**config.mk**
```make
export PLATFORM = sky130hd
export DESIGN_NAME = uart_rx_cfg
export DESIGN_NICKNAME = d
export VERILOG_FILES = /design/src/rtl/uart_rx_cfg.sv
export SDC_FILE = /design/constraint.sdc
export NUM_CORES = 1
export LEC_CHECK = 0
export BUFFER_PORTS_ARGS = -buffer_cell sky130_fd_sc_hd__buf_2
export CORE_ASPECT_RATIO = 1.2
export CORE_MARGIN = 2
export CORE_UTILIZATION = 50
export DETAILED_ROUTE_END_ITERATION = 16
export GPL_TIMING_DRIVEN = 0
export PLACE_DENSITY = 0.75
export SLEW_MARGIN = 20
export SYNTH_ARGS = -nofsm -noshare
export SYNTH_HDL_FRONTEND = slang
export SYNTH_SLANG_ARGS = --single-unit
```
**constraint.sdc**
```tcl
create_clock -name clk -period 3.2 [get_ports clk]
set_clock_uncertainty 0.2 [all_clocks]
set_input_delay 0.16 -clock clk [delete_from_list [all_inputs] [get_ports clk]]
set_output_delay 0.16 -clock clk [all_outputs]
set_load 0.02 [all_outputs]
```
**src/rtl/uart_rx_cfg.sv**
```systemverilog
// uart_rx_cfg: parametrised UART receiver (data width, parity, stop bits), 2-flop input
//   synchroniser, 3-sample majority vote at bit centre, valid/ready output register.
// Latency: pin fall -> valid_o after 3 + CLOCKS_PER_BIT/2 + N*CLOCKS_PER_BIT cycles,
//   N = DATA_BITS + (PARITY!=0) + STOP_BITS.
// Backpressure: a word completing while the previous one is unaccepted is dropped and
//   overrun_o pulses for one cycle; the held word and its flags stay untouched.
// Ports: clk/resetn (async active-low); serial_i raw RX pin; data_o/parity_err_o/frame_err_o
//   qualified by valid_o, consumed on valid_o&ready_i; overrun_o pulse; busy_o = not IDLE.
module uart_rx_cfg #(
  parameter int CLOCKS_PER_BIT = 128,
  parameter int DATA_BITS      = 8,
  parameter int PARITY         = 0,
  parameter int STOP_BITS      = 1
) (
  input  logic                 clk,
  input  logic                 resetn,
  input  logic                 serial_i,
  output logic [DATA_BITS-1:0] data_o,
  output logic                 valid_o,
  input  logic                 ready_i,
  output logic                 parity_err_o,
  output logic                 frame_err_o,
  output logic                 overrun_o,
  output logic                 busy_o
);

  localparam int TW = $clog2(CLOCKS_PER_BIT);
  localparam int CW = 4;
  localparam logic [TW-1:0] HALF      = TW'(CLOCKS_PER_BIT / 2 - 1);
  localparam logic [TW-1:0] FULL      = TW'(CLOCKS_PER_BIT - 1);
  localparam logic [CW-1:0] LAST_DATA = CW'(DATA_BITS - 1);
  localparam logic [CW-1:0] LAST_STOP = CW'(STOP_BITS - 1);
  // Required XOR of data and parity bit: 1 for odd parity, 0 for even.
  localparam logic          PAR_EXP   = (PARITY == 1) ? 1'b1 : 1'b0;

  typedef enum logic [2:0] {IDLE, START, DATA, PAR, STOP} state_t;

  state_t                 state_q, state_d;
  logic [1:0]             sync_q, sync_d;
  logic [2:0]             hist_q, hist_d;
  logic [TW-1:0]          timer_q, timer_d;
  logic [CW-1:0]          cnt_q, cnt_d;
  logic [DATA_BITS-1:0]   shreg_q, shreg_d;
  logic                   perr_pend_q, perr_pend_d;
  logic                   ferr_pend_q, ferr_pend_d;
  logic [DATA_BITS-1:0]   data_q, data_d;
  logic                   valid_q, valid_d;
  logic                   perr_q, perr_d;
  logic                   ferr_q, ferr_d;
  logic                   ovr_q, ovr_d;
  logic                   busy_q, busy_d;

  logic line;
  logic sample;
  logic tick;
  logic done;
  logic accept;

  assign line   = sync_q[1];
  assign sample = (hist_q[0] & hist_q[1]) | (hist_q[0] & hist_q[2]) | (hist_q[1] & hist_q[2]);
  assign tick   = (timer_q == '0);
  assign accept = valid_q & ready_i;

  always_comb begin
    state_d     = state_q;
    sync_d      = {sync_q[0], serial_i};
    hist_d      = {hist_q[1:0], line};
    timer_d     = tick ? '0 : timer_q - 1'b1;
    cnt_d       = cnt_q;
    shreg_d     = shreg_q;
    perr_pend_d = perr_pend_q;
    ferr_pend_d = ferr_pend_q;
    data_d      = data_q;
    valid_d     = valid_q;
    perr_d      = perr_q;
    ferr_d      = ferr_q;
    ovr_d       = 1'b0;
    done        = 1'b0;

    case (state_q)
      IDLE: begin
        // Start only on a falling edge so a held-low line (break) cannot re-trigger.
        if (!line && hist_q[0]) begin
          state_d = START;
          timer_d = HALF;
        end
      end
      START: begin
        if (tick) begin
          if (!sample) begin
            state_d     = DATA;
            timer_d     = FULL;
            cnt_d       = '0;
            perr_pend_d = 1'b0;
            ferr_pend_d = 1'b0;
          end else begin
            state_d = IDLE;
          end
        end
      end
      DATA: begin
        if (tick) begin
          for (int i = 0; i < DATA_BITS; i++) begin
            if (cnt_q == CW'(i)) shreg_d[i] = sample;
          end
          timer_d = FULL;
          if (cnt_q == LAST_DATA) begin
            cnt_d   = '0;
            state_d = (PARITY != 0) ? PAR : STOP;
          end else begin
            cnt_d = cnt_q + 1'b1;
          end
        end
      end
      PAR: begin
        if (tick) begin
          perr_pend_d = ((^shreg_q) ^ sample) != PAR_EXP;
          timer_d     = FULL;
          cnt_d       = '0;
          state_d     = STOP;
        end
      end
      STOP: begin
        if (tick) begin
          timer_d = FULL;
          if (!sample) ferr_pend_d = 1'b1;
          if (cnt_q == LAST_STOP) begin
            // Back to IDLE at the stop-bit centre so the next start edge is not missed.
            done    = 1'b1;
            state_d = IDLE;
            timer_d = '0;
          end else begin
            cnt_d = cnt_q + 1'b1;
          end
        end
      end
      default: state_d = IDLE;
    endcase

    if (accept) valid_d = 1'b0;
    if (done) begin
      if (!valid_q || accept) begin
        data_d  = shreg_q;
        perr_d  = perr_pend_q;
        ferr_d  = ferr_pend_q | ~sample;
        valid_d = 1'b1;
      end else begin
        ovr_d = 1'b1;
      end
    end

    busy_d = (state_d != IDLE);
  end

  always_ff @(posedge clk or negedge resetn) begin
    if (!resetn) begin
      state_q     <= IDLE;
      sync_q      <= 2'b11;
      hist_q      <= 3'b111;
      timer_q     <= '0;
      cnt_q       <= '0;
      shreg_q     <= '0;
      perr_pend_q <= 1'b0;
      ferr_pend_q <= 1'b0;
      data_q      <= '0;
      valid_q     <= 1'b0;
      perr_q      <= 1'b0;
      ferr_q      <= 1'b0;
      ovr_q       <= 1'b0;
      busy_q      <= 1'b0;
    end else begin
      state_q     <= state_d;
      sync_q      <= sync_d;
      hist_q      <= hist_d;
      timer_q     <= timer_d;
      cnt_q       <= cnt_d;
      shreg_q     <= shreg_d;
      perr_pend_q <= perr_pend_d;
      ferr_pend_q <= ferr_pend_d;
      data_q      <= data_d;
      valid_q     <= valid_d;
      perr_q      <= perr_d;
      ferr_q      <= ferr_d;
      ovr_q       <= ovr_d;
      busy_q      <= busy_d;
    end
  end

  assign data_o       = data_q;
  assign valid_o      = valid_q;
  assign parity_err_o = perr_q;
  assign frame_err_o  = ferr_q;
  assign overrun_o    = ovr_q;
  assign busy_o       = busy_q;

endmodule
```
======== Yosys cells after proc, flatten, opt, wreduce, memory -nomap -nowiden ========
Index checks and enable logic that the tools add are counted.
cells by class
  add/subtract/negate cells ............... 2
  eq/ne operators ......................... 18
  muxes and demuxes ....................... 40
  bitwise logic cells ..................... 9
  reduce and logical (&&, ||, !) cells .... 25
operator list
  kind                                                  number
  2-to-1 mux 7 bit                                      7
  2-to-1 mux 4 bit                                      7
  case mux 7 bit (4 select lines)                       1
  AND reduction 3 bit                                   8
  2-to-1 mux 3 bit                                      7
  equality test 4 x 3 -> 1 bit (second input constant)  4
  case mux 4 bit (4 select lines)                       1
  case mux 3 bit (5 select lines)                       1
  != test 2 bit (second input constant)                 7
  2-to-1 mux 1 bit                                      13
  equality test 4 x 2 -> 1 bit (second input constant)  2
  parity 8 bit                                          1
  zero test 7 bit                                       1
  AND reduction 7 bit                                   1
  subtractor 7 x 1 -> 7 bit (second input constant)     1
  equality test 3 x 2 -> 1 bit (second input constant)  2
  AND reduction 5 bit                                   1
  adder 4 x 1 -> 4 bit (second input constant)          1
  bitwise AND 1 bit                                     4
  equality test 4 x 1 -> 1 bit (second input constant)  1
  zero test 4 bit                                       1
  case mux 1 bit (2 select lines)                       2
  AND reduction 4 bit                                   1
  nonzero test 2 bit                                    2
  other kinds (14)                                      17
word-level totals
  bits in registers ....................... 42
  input port bits ......................... 4
  output and inout port bits .............. 13
  word-level logic and storage cells ...... 115

======== Depth between registers and ports, before layout ========
Gate-level depths: netlist (run 1).
  depth in word-level cells ............... 7
  mapped depth ............................ 7
  gate-level depth less buffers ........... 6

======== Worst setup path after synthesis (run 1) ========
Ideal clock, no wire load.
  path type ............................... reg2reg
  start point ............................. reg cnt_q[0]
  end point ............................... reg data_q[0] (netlist: data_o[0])
  library setup time ...................... 125 ps
  arrival time ............................ 1851 ps
  path slack .............................. 1024 ps
  cell stages (with the launch flop) ...... 7
  buffers on the path ..................... 0
  period minus slack after synthesis ...... 2176 ps
  path through ............................ dfrtp_1 inv_1 ha_1 nor3b_1 nand3_1 nor2_4 mux2_2
on the way
  word-level cells in the longest chain between the ends .. 5
ends and longest elaborated chain
  element                        RTL line  source
  start: declaration             42        logic [CW-1:0] cnt_q, cnt_d;
  start signal: assignment       176       cnt_q <= cnt_d;
  zero test 4 bit                127       if (cnt_q == LAST_STOP) begin
  2-to-1 mux 1 bit               127
  2-to-1 mux 1 bit               124       if (tick) begin
  2-to-1 mux 1 bit               80        case (state_q)
  AND reduction 2 bit (no line)  --
  end signal: assignment         180       data_q <= data_d;
  end: declaration               46        logic [DATA_BITS-1:0] data_q, data_d;
Every way passes these cells.
A chain may end at the register's enable or synchronous reset.

======== Worst setup path in the final report (run 1) ========
  start point ............................. reg cnt_q[0]
  end point ............................... reg data_q[4] (netlist: data_o[4])
The elaborated chain is that of the path after synthesis.

==> results of run 1 <==
## report_power, final
group | leakage, nW | internal (mW) | total [mW] | switching, mW
sequential | 0.543 | 0.589 | 0.641 | 0.0514
clock | 0.0714 | 0.333 | 0.506 | 0.174
combinational | 0.502 | 0.110 | 0.283 | 0.173
total | 1.12 | 1.03 | 1.43 | 0.398
## worst max-delay path, delay by kind of cell, from the launching register on
family	cells	cell delay, ns
simple gates	3	1.10
mux	1	0.37
flops	1	0.41
buf+inv	1	0.14
fa+ha+maj	1	0.19
## routing by layer
layer  part of all wire, %  wire length, um  vias up
li1                      -                -      705
met2                    51             1896       41
met4                   2.1               77        0
met3                   4.4              161        7
met5                     0                0        -
met1                    42             1564      689
## layout make-up
cell class	count	area [um2]	share of cell area, %
buffer	8	38.79	1.592
clock buffer	6	82.58	3.390
clock inverter	2	60.06	2.465
inverter	6	22.52	0.9245
multi-input combinational	127	997.2	40.93
sequential	42	1057	43.40
tap	54	67.56	2.773
timing repair buffer	19	110.1	4.520
## synthesized netlist by cell type, types with 2 or more instances
master / number
a21oi_1: 5
inv_1: 6
nor2_1: 7
dfrtp_1: 37
ha_1: 6
nand2b_1: 7
nor3_1: 5
a22oi_1: 3
nor4_4: 2
nand3_1: 4
o2bb2ai_1: 2
nor4_1: 2
nor2b_1: 3
buf_2: 4
nand2_1: 14
nor3b_1: 4
mux2_2: 14
xor2_1: 2
dfstp_2: 5
o211ai_1: 2
o21ai_0: 11
mux2_4: 4
xnor2_1: 7
clkbuf_1: 3
or3_1: 2
o31a_1: 2
## stage by stage
| stage | area (um2) | hold WS, ns | power [mW] | std cells | utilization, % |
|---|---|---|---|---|---|
| 3_3_place_gp | 2263 | 0.06515 | 0.9170 | 253 | 56.53 |
| 3_5_place_dp | 2263 | 0.06687 | 0.9310 | 253 | 56.53 |
| 4_1_cts | 2436 | 0.1602 | 1.444 | 264 | 60.84 |
| 5_1_grt | 2436 | 0.1661 | 1.509 | 264 | 60.84 |
| 2_1_floorplan | 2116 | -0.3356 | 0.8580 | 183 | - |
| 6_report | 2436 | 0.1585 | 1.430 | 264 | 60.84 |
## worst paths after layout
kind                                start          end  slack, ns  cells past startpoint
worst max register to register   cnt_q[0]    data_o[4]       0.67                      6
worst max-delay path             cnt_q[0]    data_o[4]       0.67                      6
worst min register to register  sync_q[0]    sync_q[1]       0.16                      0
worst min-delay path            sync_q[0]    sync_q[1]       0.16                      0
min in group asynchronous          resetn  frame_err_o       0.33                      2
max in group asynchronous          resetn   timer_q[5]       1.91                      2
## what timing repair did
action,4_1_cts,5_1_grt
buffers inserted,0,0
endpoints found under the hold margin,39,0
hold buffers,3,0
## kinds of logic (layout without fill, tap and decap cells)
kind of cell,Yosys count,after routing
AND/OR/NAND/NOR,57,57
multiplexers,18,18
XOR/XNOR,10,10
buffers and inverters,14,41
AO/OA/AOI/OAI,35,35
flip-flops,42,42
adder cells (fa/ha/maj),7,7
## layout by cell type (no fill, tap or decap), drive strengths merged, types with 3 or more instances in the layout
| cell type | netlist | layout |
|---|---|---|
| nor2b | 3 | 3 |
| nand2 | 14 | 14 |
| nor2 | 9 | 9 |
| nor3b | 4 | 4 |
| nor3 | 5 | 5 |
| xnor2 | 7 | 7 |
| inv | 6 | 6 |
| clkbuf | 3 | 9 |
| dlygate4sd3 | 0 | 3 |
| a22oi | 3 | 3 |
| ha | 6 | 6 |
| o21ai | 11 | 11 |
| nand3 | 4 | 4 |
| mux2 | 18 | 18 |
| dfrtp | 37 | 37 |
| nor4 | 5 | 5 |
| nand2b | 7 | 7 |
| dfstp | 5 | 5 |
| buf | 5 | 21 |
| a21oi | 5 | 5 |
## registers in the layout, indices dropped and copies added, names as in the netlist
register      count
cnt_q             4
overrun_o         1
perr_pend_q       1
busy_o            1
parity_err_o      1
data_o            8
valid_o           1
state_q           3
hist_q            3
timer_q           7
shreg_q           8
frame_err_o       1
ferr_pend_q       1
sync_q            2
==> impl_metrics.tcl, run 1 <==
set metrics [dict create \
    outcome "complete, no violations" \
    yosys-top-cells-area "dfrtp_1, mux2_2, dfstp_2" \
    synth_top_family_by_area "simple AND/OR/NAND/NOR gates" \
    crit_slowest_cell "nor3b_1" \
    grt.total_usage_pct 17.31 \
    final_nets 219 \
    setup_ws_ns 0.6681 \
    routed_wl_mm 3.701 \
    synth_compound_area_share_pct 11.53 \
    wl_per_cell_um 14.02 \
    fin_tns_setup_ns 0 \
    finalHoldViolCount 0 \
    rsz0062_at_grt "false" \
    cts_buffer_depth 2 \
    worst_pin_slew_ns 0.8957 \
    ys_async_sr_fraction_pct 100.0 \
    ys_ff_latch 42 \
    synth_adder_area_share_pct 4.021 \
    synth_ff_type "dfrtp_1" \
    firstDrtPassIters 4 \
    diodes 0 \
    worstPathCellList "inv_1, ha_1, nor3b_1, nand3_1, nor2_4, mux2_2" \
    gr-total-overflow 0 \
    cts_made_buffers 5 \
    via_count 1442 \
    drive_gt1_share_pct 28.57 \
    syn_to_final_growth_pct 15.14 \
    htree_levels 2 \
    antenna_found_initial 0 \
    critPathKind "flip-flop to flip-flop" \
    synth.avg_cell_area_um2 11.56 \
    timing.fmax_ghz 0.3950 \
    vias_per_cell 5.462 \
    place_ws_ns 0.6832 \
    yosys.area_share.simple_pct 16.50 \
    synth_edf_count 0 \
    leakagePower_nw 1.117 \
    design.die.area_um2 4770 \
    ys_seq_area_share_pct 49.97 \
    drcViolationCount 0 \
    setup_viol 0 \
    cts-resized-gates 0 \
    syn-cell-area_um2 2116 \
    initial_core_util_pct 52.84 \
    cts_sinks 42 \
    io_pins 17 \
    report.final.slew_viol_count 0 \
    max-slew-margin-rel_pct 40.29 \
    grt_pass1_vias 1385 \
    period_share_pct 79.12 \
    crit_arrival_ns 2.51 \
    critPathMaxStageDelay_ns 0.43 \
    drv_cap 0 \
    cts_tree "done" \
    netlist_instances 183 \
    yosys.area_share.xor_xnor_pct 4.790 \
    dp_hpwl_mm 2.717 \
    final_antenna_net_count 0 \
    yosys.area.top_type_share_pct 43.76 \
    num_rows 25 \
    path_max_fanout 10 \
    hp-class "flip-flop to flip-flop" \
    power_density_nw_per_um2 587.0 \
    port_buffers 16 \
    die_w_um 63.38 \
    synth_mux_area_share_pct 10.29 \
    cts.clk_slew.worst_paths_ns 0.07 \
    grt_max_degree 43 \
    nFillCells 340 \
    cp.required_ns 3.18 \
    syn_nets 193 \
    grt.busiest_layer "met2" \
    synth_top_cell_by_area "dfrtp_1" \
    clock-root-buffer "clkbuf_8" \
    endpoint_kind "flip-flop" \
    place_congestion 0.9357 \
    synth_cell_type_count 46 \
    core_area_um2 4004 \
    yosysWarnings 0 \
    use_met3_pct 3.288 \
    insertion_delay_ns 0.29 \
    grt_pass1_wl_mm 6.258 \
    startpoint_type "flip-flop" \
    die_h_um 75.26 \
    drt_iter0_markers 80 \
    min_period_ns 2.532 \
    use_met2_pct 30.64 \
    peakVddDrop_v 0.0003735 \
    grt_use_met1_pct 20.04 \
]
Note: power is estimated with default switching activity, not from simulation.
==> run 2: changes to the inputs <==
- PLACE_DENSITY: 0.75 -> 0.78
- clock period: 3.2 -> 2.2 ns (I/O delays scaled with it)
==> run 2 against run 1 <==
Die area stayed put. Sequential share of layout area fell by 1.0 points. Power grew 32%. Via count up 1.2%. Critical path type unchanged.
==> impl_metrics.tcl, run 2 (synthesis results as in run 1) <==
set metrics [dict create \
    grt_max_degree 43 \
    min_period_ns 2.138 \
    crit_arrival_ns 2.13 \
    firstDrtPassIters 4 \
    critPathKind "flip-flop to flip-flop" \
    endpoint_kind "flip-flop" \
    outcome "complete, no violations" \
    wl_met1_mm 1.621 \
    cts_made_buffers 5 \
    routed_wl_mm 3.926 \
    place_congestion 0.9056 \
    die_w_um 63.38 \
    peakVddDrop_v 0.0004431 \
    port_buffers 16 \
    insertion_delay_ns 0.30 \
    final_nets 224 \
    htree_levels 2 \
    leakagePower_nw 1.136 \
    initial_core_util_pct 52.84 \
    core_area_um2 4004 \
    io_pins 17 \
    dr_wl_met2_mm 2.071 \
    via_count 1459 \
    layout_common_cells "dfrtp_1, buf_2, nand2_1, mux2_2, o21ai_0" \
    wl_per_cell_um 14.59 \
    hp-class "flip-flop to flip-flop" \
    num_rows 25 \
    grt_pass1_wl_mm 6.499 \
    drv_cap 0 \
    vias_per_cell 5.424 \
    critPathMaxStageDelay_ns 0.53 \
    drive_gt1_share_pct 34.88 \
    cts_tree "done" \
    cts.clk_slew.worst_paths_ns 0.08 \
    power_density_nw_per_um2 754.7 \
    die_h_um 75.26 \
    worstPathCellList "buf_6, or4b_4, nor4_4, nand2_1, mux2_4" \
    clock-root-buffer "clkbuf_8" \
    setup_ws_ns 0.06194 \
    cts_buffer_depth 2 \
    dp_hpwl_mm 2.714 \
    path_max_fanout 7 \
    max-slew-margin-rel_pct 39.99 \
    crit_slowest_cell "or4b_4" \
    report.final.slew_viol_count 0 \
    setup_viol 0 \
    drcViolationCount 0 \
    gr-total-overflow 0 \
    final_common_cell "dfrtp_1" \
    route.met3.wl_um 144 \
    syn_to_final_growth_pct 18.21 \
    grt.total_usage_pct 17.87 \
    cts_sinks 42 \
    place_ws_ns -0.3030 \
    post-route-util_pct 62.47 \
    period_share_pct 97.18 \
    top_layer "met4" \
    drt_iter0_markers 74 \
    grt_pass1_vias 1474 \
    finalHoldViolCount 0 \
    timing.fmax_ghz 0.4677 \
    antenna_found_initial 0 \
    final_antenna_net_count 0 \
    diodes 0 \
    startpoint_type "flip-flop" \
    cp.required_ns 2.19 \
    worst_pin_slew_ns 0.9002 \
    design.die.area_um2 4770 \
]
[run 2: cell types whose count changed in the layout (fill, tap and decap cells not counted), sizes merged]
cell    delta
buf        +5
clkinv     +2
bufinv     -2
[run 2: stage by stage]
step	instances	TNS [ns]	total power, mW	cell area [um2]	hold slack [ns]
3_5_place_dp	253	-3.505	1.347	2263	0.01687
2_1_floorplan	183	0	1.248	2116	-0.3856
5_1_grt	269	-0.004118	1.999	2501	0.1659
3_3_place_gp	253	-3.175	1.331	2263	0.01483
6_report	269	0	1.888	2501	0.1598
4_1_cts	265	0	1.833	2410	0.1624
[run 2: final timing paths]
kind | start | to | slack, ns | depth (start not counted)
setup / recovery | state_q[2] | shreg_q[7] | 0.06 | 5
hold / removal | sync_q[0] | sync_q[1] | 0.16 | 0
max in group asynchronous | resetn | timer_q[3] | 0.91 | 2
min in group asynchronous | resetn | data_o[0] | 0.28 | 2
setup reg to reg | state_q[2] | shreg_q[7] | 0.06 | 5
hold reg to reg | sync_q[0] | sync_q[1] | 0.16 | 0
[run 2: cell type report]
class                   instances  area (um2)
repair buffers                 24       160.2
inverters                       6       22.52
flip-flops and latches         42        1060
clock buffers                   6       72.57
multi-input cells             127        1055
clock inverters                 2       10.01
fillers                       319        1503
well taps                      54       67.56
plain buffers                   8       53.80
[run 2: metal layers]
metal	global-route usage, %	vias to the layer above
li1	-	715
met1	20.43	703
met2	31.81	32
met3	3.737	9
met4	9.662	0
met5	0	-
[run 2: critical path: cells and delay by family, from the launching register on]
kind                   cells  cell delay, ns
AND/OR/NAND/NOR            3            0.99
flip-flops                 1            0.40
multiplexers               1            0.31
buffers and inverters      1            0.14
[run 2: what timing repair did]
item,CTS,global route
gates cloned,0,0
endpoints found under the setup margin,19,28
hold buffers,3,0
resized for setup,3,20
endpoints found under the hold margin,40,0
pin swaps,2,1
setup buffers,1,4
[run 2: power by group]
part           internal [mW]  leakage [nW]  switching [mW]
Clock                  0.220        0.0450           0.256
Combinational          0.186         0.550           0.270
Sequential             0.861         0.541          0.0945
